--- config.mk ---
export PLATFORM = sky130hd
export DESIGN_NAME = clksel_sequencer_flat
export DESIGN_NICKNAME = d
export VERILOG_FILES = /design/src/rtl/clksel_pkg.sv /design/src/rtl/clksel_sequencer_if.sv /design/src/rtl/clksel_sync.sv /design/src/rtl/clksel_sequencer.sv /design/src/flat_wrapper.sv
export SDC_FILE = /design/constraint.sdc
export NUM_CORES = 1
export LEC_CHECK = 0
export CAP_MARGIN = 20
export CORE_MARGIN = 3
export CORE_UTILIZATION = 35
export CTS_CLUSTER_SIZE = 40
export DETAILED_ROUTE_END_ITERATION = 8
export PLACE_DENSITY = 0.61
export RECOVER_POWER = 100
export SLEW_MARGIN = 5
export SYNTH_ARGS = -nofsm -noshare
export SYNTH_HDL_FRONTEND = slang
export SYNTH_SLANG_ARGS = --single-unit
--- constraint.sdc ---
create_clock -name hsclk -period 2.9 [get_ports hsclk]
set_input_delay 0.435 -clock hsclk [delete_from_list [all_inputs] [get_ports hsclk]]
set_output_delay 0.435 -clock hsclk [all_outputs]
set_load 0.03 [all_outputs]
--- src/rtl/clksel_pkg.sv ---
// ---------------------------------------------------------------------------
// clksel_pkg
// Shared definitions for the CPU clock-domain sequencer:
//   - clk_state_e : FSM state encodings (LS_RUN, GAP, HS_RUN, WAIT_LS)
//   - DIV_W       : width of the HS divider select
//   - HALF_W      : width of the HS half-period counter (max half = 8 cycles)
//   - TO_W        : width of the optional WAIT_LS watchdog counter
//   - half_last() : terminal count of the half-period counter for a divider
// ---------------------------------------------------------------------------
package clksel_pkg;

  localparam int DIV_W  = 2;
  localparam int HALF_W = 3;
  localparam int TO_W   = 8;
  localparam int SPAN_W = HALF_W + 1;

  typedef enum logic [2:0] {
    LS_RUN  = 3'd0,
    GAP     = 3'd1,
    HS_RUN  = 3'd2,
    WAIT_LS = 3'd3
  } clk_state_e;

  // Last count value of a half period lasting 2^div hsclk cycles.
  function automatic logic [HALF_W-1:0] half_last(input logic [DIV_W-1:0] div);
    logic [SPAN_W-1:0] span;
    span = SPAN_W'(1) << div;
    return HALF_W'(span - SPAN_W'(1));
  endfunction

endpackage

--- src/rtl/clksel_sequencer_if.sv ---
// ---------------------------------------------------------------------------
// clksel_sequencer_if
// Groups the clock-request inputs and the clock/status outputs of the
// sequencer.
//   lsclk_in        : BBC phi2-phase level, asynchronous to hsclk
//   hsclk_sel       : 1 = run CPU on hsclk, 0 = run on lsclk
//   cpuclk_div_sel  : HS half period = 2^div hsclk cycles
//   cpu_ck_phi2     : registered CPU phi2 clock
//   hsclk_selected  : CPU is running from hsclk
//   lsclk_selected  : CPU is running from lsclk
//   timeout_pulse   : one-cycle pulse on a forced WAIT_LS exit
// master: the side that issues requests and observes status.
// slave : the sequencer itself.
// ---------------------------------------------------------------------------
interface clksel_sequencer_if;
  import clksel_pkg::*;

  logic             lsclk_in;
  logic             hsclk_sel;
  logic [DIV_W-1:0] cpuclk_div_sel;
  logic             cpu_ck_phi2;
  logic             hsclk_selected;
  logic             lsclk_selected;
  logic             timeout_pulse;

  modport master (
    output lsclk_in,
    output hsclk_sel,
    output cpuclk_div_sel,
    input  cpu_ck_phi2,
    input  hsclk_selected,
    input  lsclk_selected,
    input  timeout_pulse
  );

  modport slave (
    input  lsclk_in,
    input  hsclk_sel,
    input  cpuclk_div_sel,
    output cpu_ck_phi2,
    output hsclk_selected,
    output lsclk_selected,
    output timeout_pulse
  );

endinterface

--- src/rtl/clksel_sync.sv ---
// ---------------------------------------------------------------------------
// clksel_sync
// Multi-flop synchroniser for the asynchronous lsclk level plus a falling
// edge detector on the synchronised level. lsclk is treated purely as data.
// Ports:
//   clk      in  sampling clock (hsclk)
//   rst      in  asynchronous active-high reset, clears every stage
//   async_in in  asynchronous level to synchronise
//   level    out synchronised level (last synchroniser stage)
//   fall     out one-cycle pulse when the synchronised level goes 1 -> 0
// Parameter SYNC_STAGES: number of synchroniser flops (minimum 2).
// ---------------------------------------------------------------------------
module clksel_sync #(
  parameter int SYNC_STAGES = 2
) (
  input  logic clk,
  input  logic rst,
  input  logic async_in,
  output logic level,
  output logic fall
);

  logic [SYNC_STAGES-1:0] sync_q;
  logic [SYNC_STAGES-1:0] sync_d;
  logic                   prev_q;
  logic                   prev_d;

  // Shift the raw level into the chain; remember last synchronised value.
  always_comb begin
    sync_d = {sync_q[SYNC_STAGES-2:0], async_in};
    prev_d = sync_q[SYNC_STAGES-1];
  end

  // Synchroniser and edge-history registers.
  always_ff @(posedge clk or posedge rst) begin
    if (rst) begin
      sync_q <= {SYNC_STAGES{1'b0}};
      prev_q <= 1'b0;
    end else begin
      sync_q <= sync_d;
      prev_q <= prev_d;
    end
  end

  assign level = sync_q[SYNC_STAGES-1];
  assign fall  = prev_q & ~sync_q[SYNC_STAGES-1];

endmodule

--- src/rtl/clksel_sequencer.sv ---
// ---------------------------------------------------------------------------
// clksel_sequencer
// Shares the single CPU phi2 output between the BBC 2MHz phase (lsclk) and a
// divided hsclk, switching glitch-free at phase boundaries. Everything runs
// in the hsclk domain; lsclk is sampled through clksel_sync.
// Ports:
//   hsclk  in   sole clock, rising edge
//   rst    in   asynchronous active-high reset
//   bus    slave modport of clksel_sequencer_if (requests, phi2, status)
// Parameters:
//   SYNC_STAGES  lsclk synchroniser depth (min 2)
//   GAP_CYCLES   cycles phi2 is held low between LS stop and HS start (min 1)
//   TIMEOUT_CYC  WAIT_LS watchdog limit (used only with CLKSEL_TIMEOUT_EN)
// Configuration macro CLKSEL_TIMEOUT_EN: when defined, an 8-bit watchdog
// forces WAIT_LS back to LS_RUN after TIMEOUT_CYC cycles without an lsclk
// fall and pulses timeout_pulse; when undefined WAIT_LS waits indefinitely
// and timeout_pulse stays 0.
// ---------------------------------------------------------------------------
module clksel_sequencer
  import clksel_pkg::*;
#(
  parameter int SYNC_STAGES = 2,
  parameter int GAP_CYCLES  = 2,
  parameter int TIMEOUT_CYC = 64
) (
  input logic                hsclk,
  input logic                rst,
  clksel_sequencer_if.slave  bus
);

  localparam int GAP_W = (GAP_CYCLES > 1) ? $clog2(GAP_CYCLES) : 1;
  localparam logic [GAP_W-1:0] GAP_LAST = GAP_W'(GAP_CYCLES - 1);

  if ((SYNC_STAGES < 2) || (GAP_CYCLES < 1) || (TIMEOUT_CYC < 1) || (TIMEOUT_CYC > 256)) begin : g_param_check
    $error("clksel_sequencer: parameter out of range");
  end

  clk_state_e        state_q, state_d;
  logic [GAP_W-1:0]  gap_cnt_q, gap_cnt_d;
  logic [HALF_W-1:0] half_cnt_q, half_cnt_d;
  logic [DIV_W-1:0]  div_q, div_d;
  logic              phi2_q, phi2_d;
  logic              hs_sel_q, hs_sel_d;
  logic              ls_sel_q, ls_sel_d;
  logic              pulse_q, pulse_d;
  logic              ls_s;
  logic              ls_fall;

`ifdef CLKSEL_TIMEOUT_EN
  localparam logic [TO_W-1:0] TO_LAST = TO_W'(TIMEOUT_CYC - 1);
  logic [TO_W-1:0]   wd_cnt_q, wd_cnt_d;
`endif

  clksel_sync #(
    .SYNC_STAGES (SYNC_STAGES)
  ) u_sync (
    .clk      (hsclk),
    .rst      (rst),
    .async_in (bus.lsclk_in),
    .level    (ls_s),
    .fall     (ls_fall)
  );

  // Next-state, phi2 and counter logic of the clock-switch FSM.
  always_comb begin
    state_d    = state_q;
    gap_cnt_d  = gap_cnt_q;
    half_cnt_d = half_cnt_q;
    div_d      = div_q;
    phi2_d     = phi2_q;
    pulse_d    = 1'b0;
`ifdef CLKSEL_TIMEOUT_EN
    // Watchdog only accumulates while waiting; any other state clears it.
    wd_cnt_d   = {TO_W{1'b0}};
`endif

    case (state_q)
      LS_RUN: begin
        // phi2 mirrors the BBC phase; a switch may only start at its fall,
        // where phi2 is already low.
        phi2_d    = ls_s;
        gap_cnt_d = {GAP_W{1'b0}};
        if (bus.hsclk_sel && ls_fall) begin
          state_d = GAP;
        end else begin
          state_d = LS_RUN;
        end
      end

      GAP: begin
        phi2_d = 1'b0;
        if (gap_cnt_q == GAP_LAST) begin
          // HS always starts with a full low (phi1) half period.
          state_d    = HS_RUN;
          gap_cnt_d  = {GAP_W{1'b0}};
          half_cnt_d = {HALF_W{1'b0}};
          div_d      = bus.cpuclk_div_sel;
        end else begin
          gap_cnt_d  = gap_cnt_q + GAP_W'(1);
        end
      end

      HS_RUN: begin
        if (half_cnt_q == half_last(div_q)) begin
          // Half-period boundary: the only point where the divider is taken
          // and the only point where HS may be left (after a high phase).
          half_cnt_d = {HALF_W{1'b0}};
          div_d      = bus.cpuclk_div_sel;
          if (phi2_q && !bus.hsclk_sel) begin
            state_d = WAIT_LS;
            phi2_d  = 1'b0;
          end else begin
            phi2_d  = ~phi2_q;
          end
        end else begin
          half_cnt_d = half_cnt_q + HALF_W'(1);
        end
      end

      WAIT_LS: begin
        // CPU phi1 is stretched until the BBC phi1 begins; new requests are
        // ignored until LS_RUN is reached.
        phi2_d = 1'b0;
        if (ls_fall) begin
          state_d = LS_RUN;
        end
`ifdef CLKSEL_TIMEOUT_EN
        else if (wd_cnt_q == TO_LAST) begin
          state_d = LS_RUN;
          pulse_d = 1'b1;
        end else begin
          wd_cnt_d = wd_cnt_q + TO_W'(1);
        end
`else
        else begin
          state_d = WAIT_LS;
        end
`endif
      end

      default: begin
        state_d    = LS_RUN;
        phi2_d     = 1'b0;
        gap_cnt_d  = {GAP_W{1'b0}};
        half_cnt_d = {HALF_W{1'b0}};
      end
    endcase

    // Status flags follow the state the FSM is entering, so they line up
    // with the registered state.
    hs_sel_d = (state_d == HS_RUN);
    ls_sel_d = (state_d == LS_RUN);
  end

  // FSM state, counters and registered outputs.
  always_ff @(posedge hsclk or posedge rst) begin
    if (rst) begin
      state_q    <= LS_RUN;
      gap_cnt_q  <= {GAP_W{1'b0}};
      half_cnt_q <= {HALF_W{1'b0}};
      div_q      <= {DIV_W{1'b0}};
      phi2_q     <= 1'b0;
      hs_sel_q   <= 1'b0;
      ls_sel_q   <= 1'b1;
      pulse_q    <= 1'b0;
    end else begin
      state_q    <= state_d;
      gap_cnt_q  <= gap_cnt_d;
      half_cnt_q <= half_cnt_d;
      div_q      <= div_d;
      phi2_q     <= phi2_d;
      hs_sel_q   <= hs_sel_d;
      ls_sel_q   <= ls_sel_d;
      pulse_q    <= pulse_d;
    end
  end

`ifdef CLKSEL_TIMEOUT_EN
  // WAIT_LS watchdog counter.
  always_ff @(posedge hsclk or posedge rst) begin
    if (rst) begin
      wd_cnt_q <= {TO_W{1'b0}};
    end else begin
      wd_cnt_q <= wd_cnt_d;
    end
  end
`endif

  assign bus.cpu_ck_phi2    = phi2_q;
  assign bus.hsclk_selected = hs_sel_q;
  assign bus.lsclk_selected = ls_sel_q;
  assign bus.timeout_pulse  = pulse_q;

endmodule

--- src/flat_wrapper.sv ---
// flat-port wrapper written by rule: the top's interface ports become plain ports
module clksel_sequencer_flat import clksel_pkg::*;
#(
  parameter int SYNC_STAGES = 2,
  parameter int GAP_CYCLES  = 2,
  parameter int TIMEOUT_CYC = 64
)
  (hsclk, rst, bus_lsclk_in, bus_hsclk_sel, bus_cpuclk_div_sel, bus_cpu_ck_phi2, bus_hsclk_selected, bus_lsclk_selected, bus_timeout_pulse);
  clksel_sequencer_if bus_i ();
  input logic hsclk;
  input logic rst;
  input wire logic [$bits(bus_i.lsclk_in)-1:0] bus_lsclk_in;
  input wire logic [$bits(bus_i.hsclk_sel)-1:0] bus_hsclk_sel;
  input wire logic [$bits(bus_i.cpuclk_div_sel)-1:0] bus_cpuclk_div_sel;
  output wire logic [$bits(bus_i.cpu_ck_phi2)-1:0] bus_cpu_ck_phi2;
  output wire logic [$bits(bus_i.hsclk_selected)-1:0] bus_hsclk_selected;
  output wire logic [$bits(bus_i.lsclk_selected)-1:0] bus_lsclk_selected;
  output wire logic [$bits(bus_i.timeout_pulse)-1:0] bus_timeout_pulse;
  assign bus_i.lsclk_in = bus_lsclk_in;
  assign bus_i.hsclk_sel = bus_hsclk_sel;
  assign bus_i.cpuclk_div_sel = bus_cpuclk_div_sel;
  assign bus_cpu_ck_phi2 = bus_i.cpu_ck_phi2;
  assign bus_hsclk_selected = bus_i.hsclk_selected;
  assign bus_lsclk_selected = bus_i.lsclk_selected;
  assign bus_timeout_pulse = bus_i.timeout_pulse;
  clksel_sequencer #(.SYNC_STAGES(SYNC_STAGES), .GAP_CYCLES(GAP_CYCLES), .TIMEOUT_CYC(TIMEOUT_CYC)) u_core (.hsclk(hsclk), .rst(rst), .bus(bus_i));
endmodule
# Yosys cells after proc, flatten, opt, wreduce, memory -nomap -nowiden
# Cells that the tools add are included.
# word_totals
ff_bits,15
input_bits,6
out_inout_bits,4
word_cells,51
# classes
addsub,3
eq_ne,7
shifts,1
muxes,17
n_bitwise,4
reduce_logical,10
# op_table
cell,n
3-bit 2-to-1 mux,5
3-bit case mux with 4 select lines,1
3-bit by 2-bit == test with 1-bit output (second input constant),3
3-bit case mux with 3 select lines,1
3-bit zero test,2
2-bit 2-to-1 mux,3
1-bit 2-to-1 mux,4
2-bit by 1-bit != test with 1-bit output (second input constant),2
1-bit case mux with 2 select lines,2
2-bit case mux with 2 select lines,1
2-bit OR reduction,2
3-bit by 1-bit adder with 3-bit output (second input constant),1
3-bit by 1-bit == test with 1-bit output (second input constant),1
3-bit == test,1
1-bit NOT,3
3-bit AND reduction,1
1-bit by 2-bit << shifter with 3-bit output (first input constant),1
3-bit by 1-bit subtractor with 3-bit output (second input constant),1
1-bit logical AND,2
2-bit AND reduction,1
2-bit nonzero test,1
1-bit adder (second input constant),1
1-bit AND,1
1-bit zero test,1

# Logic depth before layout (Yosys ltp)
# logic_depth
word_depth,6
mapped_depth,5
ltp_nobuf,4

# Hierarchy
# From an unflattened synthesis, not the netlist that was laid out.
# hier_totals
cells_unflattened,78
hier_area_um2,780.7
# by_module_without_submodules
mod,n_inst,cells_each,area_per_inst_um2,seq_area_each_um2
clksel_sequencer,1,73,688.2,301.5
clksel_sync,1,5,92.6,75.1

# Least setup slack after synthesis
# No wires, ideal clock.
# synth_timing
kind,flip-flop to flip-flop
startpoint,register u_core.half_cnt_q[1]
endpoint,"register u_core.hs_sel_q, in the netlist u_core.bus.hsclk_selected"
setup_time_ns,0.126
arrival_time_ns,1.336
required_ns,2.774
slack_ns,1.438
stages_incl_launch_ff,4
path_buffers,0
period_less_slack_ns,1.462
cell_sequence,dfrtp_1 o41ai_1 nand2_1 o311a_1
# synth_via
elab_chain_cells,4
# synth_rtl
item,line,source
from (decl),clksel_sequencer.sv:40,"logic [HALF_W-1:0] half_cnt_q, half_cnt_d;"
from (signal assigned),clksel_sequencer.sv:160,half_cnt_q <= {HALF_W{1'b0}};
from (signal assigned),clksel_sequencer.sv:169,half_cnt_q <= half_cnt_d;
3-bit == test,clksel_sequencer.sv:104,if (half_cnt_q == half_last(div_q)) begin
3-bit 2-to-1 mux,clksel_sequencer.sv:104,
3-bit case mux with 4 select lines,clksel_sequencer.sv:77,case (state_q)
3-bit by 2-bit == test with 1-bit output,clksel_sequencer.sv:151,hs_sel_d = (state_d == HS_RUN);
named net u_core.hs_sel_d,clksel_sequencer.sv:43,"logic hs_sel_q, hs_sel_d;"
to (signal assigned),clksel_sequencer.sv:172,hs_sel_q <= hs_sel_d;
to (decl),clksel_sequencer.sv:43,
# The timed path passes the listed nets, and every way through them passes these cells.
# A chain may end at the register's enable or synchronous reset.

# Final worst setup path
# layout_timing
startpoint,"register u_core.ls_sel_q, in the netlist u_core.bus.lsclk_selected"
endpoint,output port bus_lsclk_selected
# layout_lines
item,line,source
from (decl),clksel_sequencer.sv:44,"logic ls_sel_q, ls_sel_d;"
from (signal assigned),clksel_sequencer.sv:173,ls_sel_q <= ls_sel_d;
to (decl),flat_wrapper.sv:17,output wire logic [$bits(bus_i.lsclk_selected)-1:0] bus_lsclk_selected;
# No word-level cell between the ends.

==> summary.txt <==
Placed design
  – Placed cell count: 110
  – Pre-CTS setup slack: 1.15 ns
  – GPL Wtd Cong: between 0.7 and 0.8
  – DP Area: 901 um^2
  – DP HPWL: around 1200 um
  – Port Buffers: 8

Power
  – P_leak: 0.404 nW
  – Power density cells: 427 nW/um^2
  – Worst vdd ir: 0.000343 V

Routing
  – DR pass1 iterations: 4
  – Drt initial violations: 13
  – Final ANT Viol Nets: 0
  – Vias/cell: 5.60
  – DRC: 0
  – Routed vias: 638
  – DR WL/cell: between 10 and 15 um
  – Total Wirelength: 1590 um

Setup path
  – Worst r2r src: u_core.half_cnt_q[1]
  – Crit path kind: reg2out
  – Worst setup SP type: flop
  – CP max FO: 1
  – Critical path's top delay family: buffers and inverters
  – Stages on the worst setup path: 1
  – Crit path cell chain: dlygate4sd3_1
  – CP max stage delay: 0.73 ns
  – Critical path origin: u_core.bus.lsclk_selected
  – Slowest CP cell: dlygate4sd3_1
  – Worst EP arrival: 1.52 ns
  – CP endpoint kind: output pin
  – Critical Path RT: 2.47 ns
  – Critical Path End: bus_lsclk_selected
  – R2R depth: 3
  – Register-to-register setup slack: 1.19 ns
  – FF-to-FF End: u_core.bus.hsclk_selected
  – CP Buf/Inv Count: 1

Cells and area
  – Final Util: between 40% and 50%
  – Post-route cell area: 927 um^2
  – Antenna cells: 0
  – Fillcell total: 210
  – Non-Filler Instances: 114
  – Share of post-route cells with drive strength above 1: 8.05%
  – # nets final: 95
  – Area grow syn2layout: 14.2%

STA
  – Fin. max-slew vios: 0
  – Final Hold Fails: 0
  – Fmax: 511 MHz
  – RSZ-0062 raised after global routing: false
  – Fin Setup TNS: 0 ns
  – Rel. slew slack: 63.1%
  – Final number of setup-violating endpoints: 0
  – Tightest Pin Transition: 0.553 ns
  – Worst Skew: 0.00632 ns
  – Final WS setup: 0.941 ns
  – Crit share post-route: around two thirds
  – Tmin final: 1.96 ns

Clocking
  – CTS clk-pin slew, worst paths: 0.08 ns
  – Max Root-Sink Buffers: 2
  – Cts hold-fix bufs: 0
  – CTS tree: built
  – Cts bufs inserted: 3
  – Post-CTS setup buffers: 0
  – Post_cts resized: 0
  – Htree depth: 1
  – Clk root buf: clkbuf_4
  – Skew-Pair Late Insertion Delay: approximately 0.28 ns
  – Clock Sinks: 15

Logic synthesis
  – Synthesized area per cell: 10.3 um^2
  – Yosys reg bits: 15
  – Cell Area, Synth: 812 um^2
  – Post-synth cell types: 38
  – Sequential fraction of the synthesis area: 46.4%
  – Synth top area share: 43.1%
  – Synth Warn #: 0
  – Top post-synthesis cells by area: dfrtp_1 43%, dfstp_2 3.2%, nor2b_1 3.1%, nor4b_4 2.9%, a32o_1 2.5%
  – Mapped Cells: 79
  – Yosys top cell by area: dfrtp_1

Floorplanning
  – Total die area: 2930 um^2
  – Starting Density: between 30% and 40%
  – Die Height: 54.2 um
  – Io pins: 10
  – Row count: 16
  – Die W: 54.2 um
  – Core footprint: 2080 um^2

GRT
  – GRT Total Usage: 12.7%
  – Initial antenna violation count: 0
  – Vias in the first global route: 590
  – Largest net degree at the start of global routing: 16
  – First-pass GRT wire length: 2680 um
  – Grt ovf: 0

Status
  – Status: finished clean

Hold path
  – Type of the worst min-delay path: reg2reg

Flow run
  – Max-Cap Viols: 0
## where the power goes
part           leakage [nW]  internal [W]  switching [W]
Clock                0.0150     0.0000534      0.0000614
Sequential            0.186      0.000219      0.0000153
Combinational         0.203     0.0000232      0.0000238
## stage by stage
step / power, W / hold slack (ns)
2_1_floorplan: 0.000270 / 0.331
3_3_place_gp: 0.000287 / 0.337
3_5_place_dp: 0.000288 / 0.336
4_1_cts: 0.000403 / 0.355
5_1_grt: 0.000422 / 0.364
6_report: 0.000396 / 0.350
## area by class of cell
cell class                      count  area, um^2  area share (%)
Timing Repair Buffer                8        80.1            8.64
Multi-Input combinational cell     56         395            42.6
Inverter                            4        15.0            1.62
Tap cell                           27        33.8            3.64
Clock buffer                        4        26.3            2.83
Sequential cell                    15         377            40.6
## synthesized netlist by cell type
master / n
nand2_1: 5
ha_1: 1
o41ai_1: 2
buf_4: 2
nand3b_1: 2
dfstp_2: 1
nor4b_1: 2
a21oi_1: 3
a311o_1: 1
inv_1: 4
and3_2: 1
nor4b_4: 1
o21ai_1: 2
nor2_1: 5
xnor2_1: 1
nand2b_1: 1
dfrtp_1: 14
nor4bb_1: 2
o21ai_0: 1
a22oi_1: 2
nand3_1: 2
nor2b_1: 4
nor3_1: 3
and2_1: 1
o31ai_1: 1
a41o_2: 1
conb_1: 1
buf_2: 1
a31oi_1: 1
clkbuf_1: 1
mux2i_1: 2
and3b_1: 1
clkbuf_2: 1
a32o_1: 2
nand4bb_1: 1
a211o_1: 1
o311a_1: 1
nand4_1: 1
## placed cells by master, fill, tap and decap left out, types with 2 or more instances in the layout
cell,synthesis,routed
a21oi_1,3,3
a22oi_1,2,2
a32o_1,2,2
clkbuf_4,0,3
clkdlybuf4s50_1,0,3
conb_1,1,2
dfrtp_1,14,14
dlygate4sd3_1,0,5
inv_1,4,4
mux2i_1,2,2
nand2_1,5,5
nand3_1,2,2
nand3b_1,2,2
nor2_1,5,5
nor2b_1,4,4
nor3_1,3,3
nor4b_1,2,2
nor4bb_1,2,2
o21ai_0,1,3
o41ai_1,2,2
## flip-flops by register name, summed over array words and instances (netlist names)
| name | count |
|---|---|
| u_core.div_q | 2 |
| u_core.bus.hsclk_selected | 1 |
| u_core.gap_cnt_q | 1 |
| u_core.half_cnt_q | 3 |
| u_core.bus.cpu_ck_phi2 | 1 |
| u_core.state_q | 3 |
| u_core.u_sync.prev_q | 1 |
| u_core.bus.lsclk_selected | 1 |
| u_core.u_sync.sync_q | 2 |
## routing by layer
metal  track usage, %  vias up  part of all wire (%)
li1                 -      306                     -
met1             17.3      311                    49
met2             18.9       19                    44
met3             4.16        2                   6.2
met4             3.73        0                  0.57
met5                0        -                     0
## cell families after synthesis
group | after synthesis | share of synthesized area, %
and+or+nand+nor | 32 | 25.9
other | 1 | 0.462
DFF | 15 | 46.4
xor gates and xnor gates | 1 | 1.08
AOI/OAI and AO/OA | 18 | 16.8
adders and majority gates | 1 | 1.54
buffers and inverters | 9 | 5.39
muxes | 2 | 2.47
## worst min-delay path by stage
stage | cells past startpoint | from | to | slack, ns
6_report | 0 | u_core.u_sync.sync_q[0] | u_core.u_sync.sync_q[1] | 0.35
3_5_place_dp | 0 | u_core.u_sync.sync_q[0] | u_core.u_sync.sync_q[1] | 0.34
3_3_place_gp | 0 | u_core.u_sync.sync_q[0] | u_core.u_sync.sync_q[1] | 0.34
4_1_cts | 0 | u_core.u_sync.sync_q[0] | u_core.u_sync.sync_q[1] | 0.35
5_1_grt | 0 | u_core.u_sync.sync_q[0] | u_core.u_sync.sync_q[1] | 0.36
2_1_floorplan | 0 | u_core.u_sync.sync_q[0] | u_core.u_sync.sync_q[1] | 0.33
(Power assumes the default switching activity.)
